[config.mk]
export PLATFORM = sky130hd
export DESIGN_NAME = fe_fb_arb
export DESIGN_NICKNAME = d
export VERILOG_FILES = /design/src/rtl/mem_common.sv /design/src/rtl/fb_id_alloc.sv /design/src/rtl/fe_fb_arb_chk.sv /design/src/rtl/fe_fb_arb.sv
export SDC_FILE = /design/constraint.sdc
export NUM_CORES = 1
export LEC_CHECK = 0
export CAP_MARGIN = 40
export CORE_MARGIN = 2
export CORE_UTILIZATION = 31
export CTS_BUF_LIST = sky130_fd_sc_hd__clkbuf_4 sky130_fd_sc_hd__clkbuf_8 sky130_fd_sc_hd__clkbuf_16
export DETAILED_ROUTE_END_ITERATION = 10
export GPL_TIMING_DRIVEN = 0
export PLACE_DENSITY = 0.85
export SLEW_MARGIN = 25
export SYNTH_ARGS = -nofsm -noshare
export SYNTH_HDL_FRONTEND = slang
export SYNTH_HIERARCHICAL = 1
export SYNTH_SLANG_ARGS = --single-unit
[constraint.sdc]
create_clock -name clk -period 1.65 [get_ports clk]
set_input_delay 0.2475 -clock clk [delete_from_list [all_inputs] [get_ports clk]]
set_output_delay 0.2475 -clock clk [all_outputs]
set_load 0.02 [all_outputs]
[src/rtl/mem_common.sv]
// -----------------------------------------------------------------------------
// mem_common
// Shared types for the front-end / fill-buffer interface: request and response
// packets, tracking-table entry, prefetch FSM encoding and line geometry.
// Contents:
//   ID_W, FB_ENTRIES     FB request ID width and tracking-table depth
//   LINE_BYTES, LINE_OFF cache line size and byte-offset width
//   t_fb_id, t_paddr     ID and physical address types
//   t_line               line number (address / LINE_BYTES)
//   t_fb_trk_entry       {valid, is_pf, orig_id}
//   t_pf_fsm             {PF_IDLE, PF_ISSUE, PF_WAIT, PF_FLUSH}
//   addr_line()          address -> line number
// -----------------------------------------------------------------------------
package mem_common;

    localparam int ID_W       = 2;
    localparam int FB_ENTRIES = 2 ** ID_W;
    localparam int LINE_BYTES = 64;
    localparam int LINE_OFF   = $clog2(LINE_BYTES);
    localparam int PADDR_W    = 32;
    localparam int LINE_W     = PADDR_W - LINE_OFF;
    localparam int DATA_W     = 32;

    typedef logic [ID_W-1:0]    t_fb_id;
    typedef logic [PADDR_W-1:0] t_paddr;
    typedef logic [LINE_W-1:0]  t_line;

    typedef struct packed {
        logic   valid;
        logic   is_pf;
        t_fb_id orig_id;
    } t_fb_trk_entry;

    typedef enum logic [1:0] {
        PF_IDLE  = 2'd0,
        PF_ISSUE = 2'd1,
        PF_WAIT  = 2'd2,
        PF_FLUSH = 2'd3
    } t_pf_fsm;

    typedef struct packed {
        logic valid;
    } t_nuke_pkt;

    typedef struct packed {
        logic valid;
    } t_br_mispred_pkt;

    typedef struct packed {
        logic   valid;
        t_fb_id id;
        t_paddr addr;
    } t_fe_fb_req;

    typedef struct packed {
        logic              valid;
        t_fb_id            id;
        logic [DATA_W-1:0] data;
    } t_fb_fe_rsp;

    function automatic t_line addr_line(input t_paddr addr);
        return addr[PADDR_W-1:LINE_OFF];
    endfunction

endpackage

[src/rtl/fb_id_alloc.sv]
// -----------------------------------------------------------------------------
// fb_id_alloc
// Combinational free-slot finder for a fill-buffer tracking table.
// Ports:
//   valid_vec  in   N   per-entry valid bits (registered table state)
//   free_idx   out  IW  lowest-index invalid entry (0 when none free)
//   any_free   out  1   at least one entry free
//   two_free   out  1   at least two entries free
// -----------------------------------------------------------------------------
module fb_id_alloc #(
    parameter int N  = 4,
    parameter int IW = 2
) (
    input  logic [N-1:0]  valid_vec,
    output logic [IW-1:0] free_idx,
    output logic          any_free,
    output logic          two_free
);

    localparam int CW = $clog2(N + 1);

    logic [CW-1:0] free_cnt;

    // Find-first-free (scanning high to low so the lowest index wins) plus popcount
    always_comb begin
        free_idx = '0;
        free_cnt = '0;
        for (int i = N - 1; i >= 0; i--) begin
            free_idx = valid_vec[i] ? free_idx : IW'(i);
            free_cnt = free_cnt + (valid_vec[i] ? CW'(0) : CW'(1));
        end
        any_free = (free_cnt != CW'(0));
        two_free = (free_cnt >= CW'(2));
    end

endmodule

[src/rtl/fe_fb_arb_chk.sv]
// -----------------------------------------------------------------------------
// fe_fb_arb_chk
// Run-time checks for fe_fb_arb.
// Ports:
//   clk, reset   clock and synchronous active-high reset
//   rsp_valid    FB response valid
//   rsp_hit      tracking entry addressed by the response is valid
//   dmd_valid    demand request presented this cycle
//   any_free     allocator has at least one free entry
//   two_free     allocator has at least two free entries
//   flush        nuke or mispredict this cycle
// -----------------------------------------------------------------------------
module fe_fb_arb_chk (
    input logic clk,
    input logic reset,
    input logic rsp_valid,
    input logic rsp_hit,
    input logic dmd_valid,
    input logic any_free,
    input logic two_free,
    input logic flush
);

    // Protocol and occupancy invariants, ignored while in reset
    always_ff @(posedge clk) begin
        if (!reset) begin
            assert (!(rsp_valid && !rsp_hit));
            assert (!(dmd_valid && !any_free));
            assert (!(two_free && !any_free));
            assert (!$isunknown(flush));
        end
    end

endmodule

[src/rtl/fe_fb_arb.sv]
// -----------------------------------------------------------------------------
// fe_fb_arb
// Owns the single fill-buffer request port and shares it between demand
// fetches from fe_ctl and a next-line instruction prefetcher. Each request is
// given a tracking-table ID; FB responses are routed to fe_ctl (demand) or
// absorbed (prefetch). Nukes and branch mispredicts cancel unissued prefetch.
// Build option: define FE_FB_ARB_PF_EN to include the prefetcher; without it
// the block is a demand pass-through with ID remapping and pf_busy = 0.
// Ports:
//   clk, reset       clock, synchronous active-high reset
//   nuke_rb1         retire nuke (.valid flushes)
//   br_mispred_ex0   branch redirect (.valid flushes)
//   fe_req_nnn       demand request from fe_ctl (no backpressure)
//   fe_rsp_nnn       demand response to fe_ctl
//   fb_req_nnn       request to the FB (always accepted)
//   fb_rsp_nnn       FB response, .id = tracking-table index
//   pf_busy          prefetcher active or prefetch outstanding
// -----------------------------------------------------------------------------
module fe_fb_arb
    import mem_common::*;
#(
    parameter int PF_DEPTH = 2
) (
    input  logic            clk,
    input  logic            reset,
    input  t_nuke_pkt       nuke_rb1,
    input  t_br_mispred_pkt br_mispred_ex0,
    input  t_fe_fb_req      fe_req_nnn,
    output t_fb_fe_rsp      fe_rsp_nnn,
    output t_fe_fb_req      fb_req_nnn,
    input  t_fb_fe_rsp      fb_rsp_nnn,
    output logic            pf_busy
);

    localparam int NE = FB_ENTRIES;

    t_fb_trk_entry [NE-1:0] trk_q;
    t_fb_trk_entry [NE-1:0] trk_d;
    logic [NE-1:0]          valid_vec_s;
    t_fb_id                 free_idx_s;
    logic                   any_free_s;
    logic                   two_free_s;
    logic                   flush_s;
    t_fb_trk_entry          hit_s;
    logic                   pf_issue_s;
    t_paddr                 pf_addr_s;

    assign flush_s = nuke_rb1.valid | br_mispred_ex0.valid;
    assign hit_s   = trk_q[fb_rsp_nnn.id];

    // Gather registered occupancy for the allocator
    always_comb begin
        valid_vec_s = '0;
        for (int i = 0; i < NE; i++) begin
            valid_vec_s[i] = trk_q[i].valid;
        end
    end

    fb_id_alloc #(
        .N  (NE),
        .IW (ID_W)
    ) u_alloc (
        .valid_vec (valid_vec_s),
        .free_idx  (free_idx_s),
        .any_free  (any_free_s),
        .two_free  (two_free_s)
    );

    // Response routing, request muxing and table next-state; outputs forced
    // to zero while reset is held
    always_comb begin
        trk_d      = trk_q;
        fb_req_nnn = '0;
        fe_rsp_nnn = '0;
        if (reset) begin
            trk_d = '0;
        end else begin
            // Responses to entries dropped by a reset miss the table and vanish
            if (fb_rsp_nnn.valid && hit_s.valid) begin
                if (!hit_s.is_pf) begin
                    fe_rsp_nnn    = fb_rsp_nnn;
                    fe_rsp_nnn.id = hit_s.orig_id;
                end else begin
                    fe_rsp_nnn = '0;
                end
                trk_d[fb_rsp_nnn.id] = '0;
            end else begin
                fe_rsp_nnn = '0;
            end

            // Allocation uses registered occupancy, so it never collides with
            // the entry a same-cycle response is freeing
            if (fe_req_nnn.valid) begin
                fb_req_nnn                 = fe_req_nnn;
                fb_req_nnn.id              = free_idx_s;
                trk_d[free_idx_s].valid    = 1'b1;
                trk_d[free_idx_s].is_pf    = 1'b0;
                trk_d[free_idx_s].orig_id  = fe_req_nnn.id;
            end else if (pf_issue_s) begin
                fb_req_nnn.valid           = 1'b1;
                fb_req_nnn.id              = free_idx_s;
                fb_req_nnn.addr            = pf_addr_s;
                trk_d[free_idx_s].valid    = 1'b1;
                trk_d[free_idx_s].is_pf    = 1'b1;
                trk_d[free_idx_s].orig_id  = '0;
            end else begin
                fb_req_nnn = '0;
            end
        end
    end

    // Tracking table state
    always_ff @(posedge clk) begin
        if (reset) begin
            trk_q <= '0;
        end else begin
            trk_q <= trk_d;
        end
    end

`ifdef FE_FB_ARB_PF_EN
    t_pf_fsm    pf_state_q;
    t_pf_fsm    pf_state_d;
    t_line      pf_next_q;
    t_line      pf_next_d;
    t_line      last_line_q;
    t_line      last_line_d;
    logic       last_vld_q;
    logic       last_vld_d;
    logic [2:0] pf_left_q;
    logic [2:0] pf_left_d;
    t_line      dmd_line_s;
    logic       arm_s;
    logic       pf_out_s;

    assign dmd_line_s = addr_line(fe_req_nnn.addr);
    assign arm_s      = fe_req_nnn.valid & (~last_vld_q | (dmd_line_s != last_line_q));
    // Two free entries required so a demand can always still allocate
    assign pf_issue_s = ~reset & (pf_state_q == PF_ISSUE) & ~fe_req_nnn.valid
                        & ~flush_s & two_free_s;
    assign pf_addr_s  = {pf_next_q, {LINE_OFF{1'b0}}};

    // Any prefetch still in flight in the table
    always_comb begin
        pf_out_s = 1'b0;
        for (int i = 0; i < NE; i++) begin
            pf_out_s = pf_out_s | (trk_q[i].valid & trk_q[i].is_pf);
        end
    end

    assign pf_busy = ~reset & ((pf_state_q != PF_IDLE) | pf_out_s);

    // Prefetch FSM next state; flush beats arm, arm restarts any run
    always_comb begin
        pf_state_d  = pf_state_q;
        pf_next_d   = pf_next_q;
        pf_left_d   = pf_left_q;
        last_line_d = last_line_q;
        last_vld_d  = last_vld_q;
        if (flush_s) begin
            pf_state_d = PF_FLUSH;
            pf_left_d  = 3'd0;
            last_vld_d = 1'b0;
        end else if (arm_s) begin
            pf_state_d  = PF_ISSUE;
            pf_next_d   = dmd_line_s + LINE_W'(1);
            pf_left_d   = 3'(PF_DEPTH);
            last_line_d = dmd_line_s;
            last_vld_d  = 1'b1;
        end else begin
            case (pf_state_q)
                PF_IDLE: begin
                    pf_state_d = PF_IDLE;
                end
                PF_ISSUE: begin
                    if (pf_issue_s) begin
                        pf_next_d  = pf_next_q + LINE_W'(1);
                        pf_left_d  = pf_left_q - 3'd1;
                        pf_state_d = (pf_left_q == 3'd1) ? PF_IDLE : PF_ISSUE;
                    end else if (!two_free_s) begin
                        pf_state_d = PF_WAIT;
                    end else begin
                        pf_state_d = PF_ISSUE;
                    end
                end
                PF_WAIT: begin
                    pf_state_d = two_free_s ? PF_ISSUE : PF_WAIT;
                end
                PF_FLUSH: begin
                    pf_state_d = PF_IDLE;
                end
                default: begin
                    pf_state_d = PF_IDLE;
                end
            endcase
        end
    end

    // Prefetch FSM and line-tracking registers
    always_ff @(posedge clk) begin
        if (reset) begin
            pf_state_q  <= PF_IDLE;
            pf_next_q   <= '0;
            pf_left_q   <= 3'd0;
            last_line_q <= '0;
            last_vld_q  <= 1'b0;
        end else begin
            pf_state_q  <= pf_state_d;
            pf_next_q   <= pf_next_d;
            pf_left_q   <= pf_left_d;
            last_line_q <= last_line_d;
            last_vld_q  <= last_vld_d;
        end
    end
`else
    assign pf_issue_s = 1'b0;
    assign pf_addr_s  = '0;
    assign pf_busy    = 1'b0;
`endif

    fe_fb_arb_chk u_chk (
        .clk       (clk),
        .reset     (reset),
        .rsp_valid (fb_rsp_nnn.valid),
        .rsp_hit   (hit_s.valid),
        .dmd_valid (fe_req_nnn.valid),
        .any_free  (any_free_s),
        .two_free  (two_free_s),
        .flush     (flush_s)
    );

endmodule
==> metrics.yaml, run 1 <==
numClockSinks: 16
drt_first_iter_violations: 33
min_path_type: "input pin to flop"
layout.cells.most_common: "sky130_fd_sc_hd__clkdlybuf4s50_1"
worst_ep_required_time_ps: 1400
drtPass1Iterations: 4
numCtsBuffers: 3
fin_worst_hold_slack_ps: 459
first_global_vias: 1807
wire_per_inst_um: 14.4
number_of_antenna_violations_at_the_first_check_in_global_routing: 0
synth.cell_area_um2: 1510
final_min_period_ps: 1820
core_um2: 4690
drt.antenna.violating_nets: 0
hpwlAfterDp_mm: 4.12
max_flop_register: "trk_q"
skew_ps: 3.98
synthCells: 162
report.power.total_mw: 1.31
crit_fanout: 10
post_route_cells_drive_above_1_share_pct: 46.7
gp_congestion: 0.851
detail_route.drc_violations: 0
post-route-util_pct: 67.5
timing.max_cap.violations: 0
setup.worst_path.end_class: "output pin"
yosysWarnings: 6
final_hold_viol_count: 0
fin_setup_tns_ps: -4630
floorplan.die.width_um: 73.7
finalNetCount: 394
grt_first_pass_wirelength_mm: 7.96
row_count: 25
most-common-layout-cells: "sky130_fd_sc_hd__clkdlybuf4s50_1 (66), sky130_fd_sc_hd__buf_4 (34), sky130_fd_sc_hd__and2_1 (33), sky130_fd_sc_hd__nor3b_2 (33), sky130_fd_sc_hd__clkdlybuf4s15_2 (31)"
grt_start_max_net_pins: 11
chipHeight_um: 73.7
instances_no_fill: 373
globalRoute.totalOverflow: 0
cts.htree.levels: 1
failed_checks: "negative setup slack"
filler_instances: 383
postSynthNetCount: 236
portBuffers: 140
peakVddDrop_uv: 256
multi_input_area_um2: 1150
insertion_delay_to_the_later_sink_of_the_worst_skew_pair_ps: 260
timing.final.ws_setup_ps: -169
area_delta_synth_final_pct: 110
final-max-slew-violation-count: 0
clk_pin_slew_ps: 70
initial_utilization_pct: 32.1
count_of_boundary_i_o_pins: 145
die_area_um2: 5430
max_reg_flops: 16
drt_wl_total_mm: 5.36
layout.area.seq_um2: 333
setup_viol: 36
cts_tree: "yes"
clock.fmax_mhz: 550
clock_path_buffers: 2
root_buffer: "sky130_fd_sc_hd__clkbuf_8"
antenna_cells_inserted: 0
power_density_nw_per_um2: 412
worst_path_arrival_time_ps: 1570
routed_via_density: 4.83
start_kind: "flop"
static-leakage-power_nw: 1.26
via_count: 1803
setup.worst_path.class: "flop to output pin"
largest_registers: "trk_q x16"
placed_cells: 356
grt_setup_unrepaired: "yes"
track_usage_pct: 18.5
final_worst_path_period_share_pct: 110
outcome: "complete, but fails checks"
syn_avg_cell_area_um2: 9.30
-- metrics by stage --
step                worst slack (ps)  instance area [um2]
finish                          -169                 3170
global route                    -220                 3170
global placement                -954                 2980
floorplan                       44.7                 1510
CTS                             -197                 3130
detailed placement              -958                 2980
-- power by group --
| group | total (mW) | switching, mW | internal, mW |
|---|---|---|---|
| logic | 0.548 | 0.224 | 0.324 |
| clock network | 0.354 | 0.142 | 0.212 |
| registers | 0.405 | 0.0100 | 0.395 |
| total | 1.31 | 0.376 | 0.931 |
-- worst paths after layout --
path,from,endpoint,slack [ps],cells after the start
worst min register to register,trk_q[12]$_SDFF_PP0_,trk_q[12]$_SDFF_PP0_,460,2
worst min-delay path,fe_req_nnn[34],trk_q[12]$_SDFF_PP0_,460,3
worst max-delay path,trk_q[11]$_SDFF_PP0_,fe_rsp_nnn[34],-170,5
worst max register to register,trk_q[15]$_SDFF_PP0_,trk_q[2]$_SDFF_PP0_,80,6
-- final cells by class --
class	instances	share of cell area (%)
clock buffer	4	1.74
buffer	11	2.88
inverter	1	0.118
sequential	16	10.5
tap	54	2.13
multi-input combinational	131	36.2
timing repair buffer	156	46.4
-- critical path: stages (launching register included) --
cell and delay [ps]:
sky130_fd_sc_hd__dfxtp_4 360, sky130_fd_sc_hd__mux2_4 270, sky130_fd_sc_hd__a2bb2oi_4 200, sky130_fd_sc_hd__buf_6 190
sky130_fd_sc_hd__nor2_2 50, sky130_fd_sc_hd__clkdlybuf4s15_2 240
-- metal layers --
layer	vias to the layer above	wire length [um]	GRT usage [%]
met1	793	1960	19.9
met5	-	0	0
met2	121	2610	34.8
met4	0	45	4.24
li1	884	-	-
met3	5	750	5.90
-- repair_timing --
item | in CTS | in global routing
gates resized for setup | 302 | 14
hold buffers | 0 | 0
setup buffers | 13 | 3
pin swaps | 11 | 9
setup endpoints to repair | 70 | 71
gates cloned | 1 | 0
hold endpoints to repair | 0 | 0
Note: power is estimated with default switching activity, not from simulation.
==> run 2, diff against run 1 <==
Settings changed: ABC_CLOCK_PERIOD_IN_PS from default to 1650.
==> results of run 2 <==
Final layout, timing and power as in run 1 (identical DEF).
==> run 3, diff against run 2 <==
Settings changed: SLEW_MARGIN 25 to default.
==> results of run 3 <==
Final layout, timing and power as in run 1 (identical DEF).
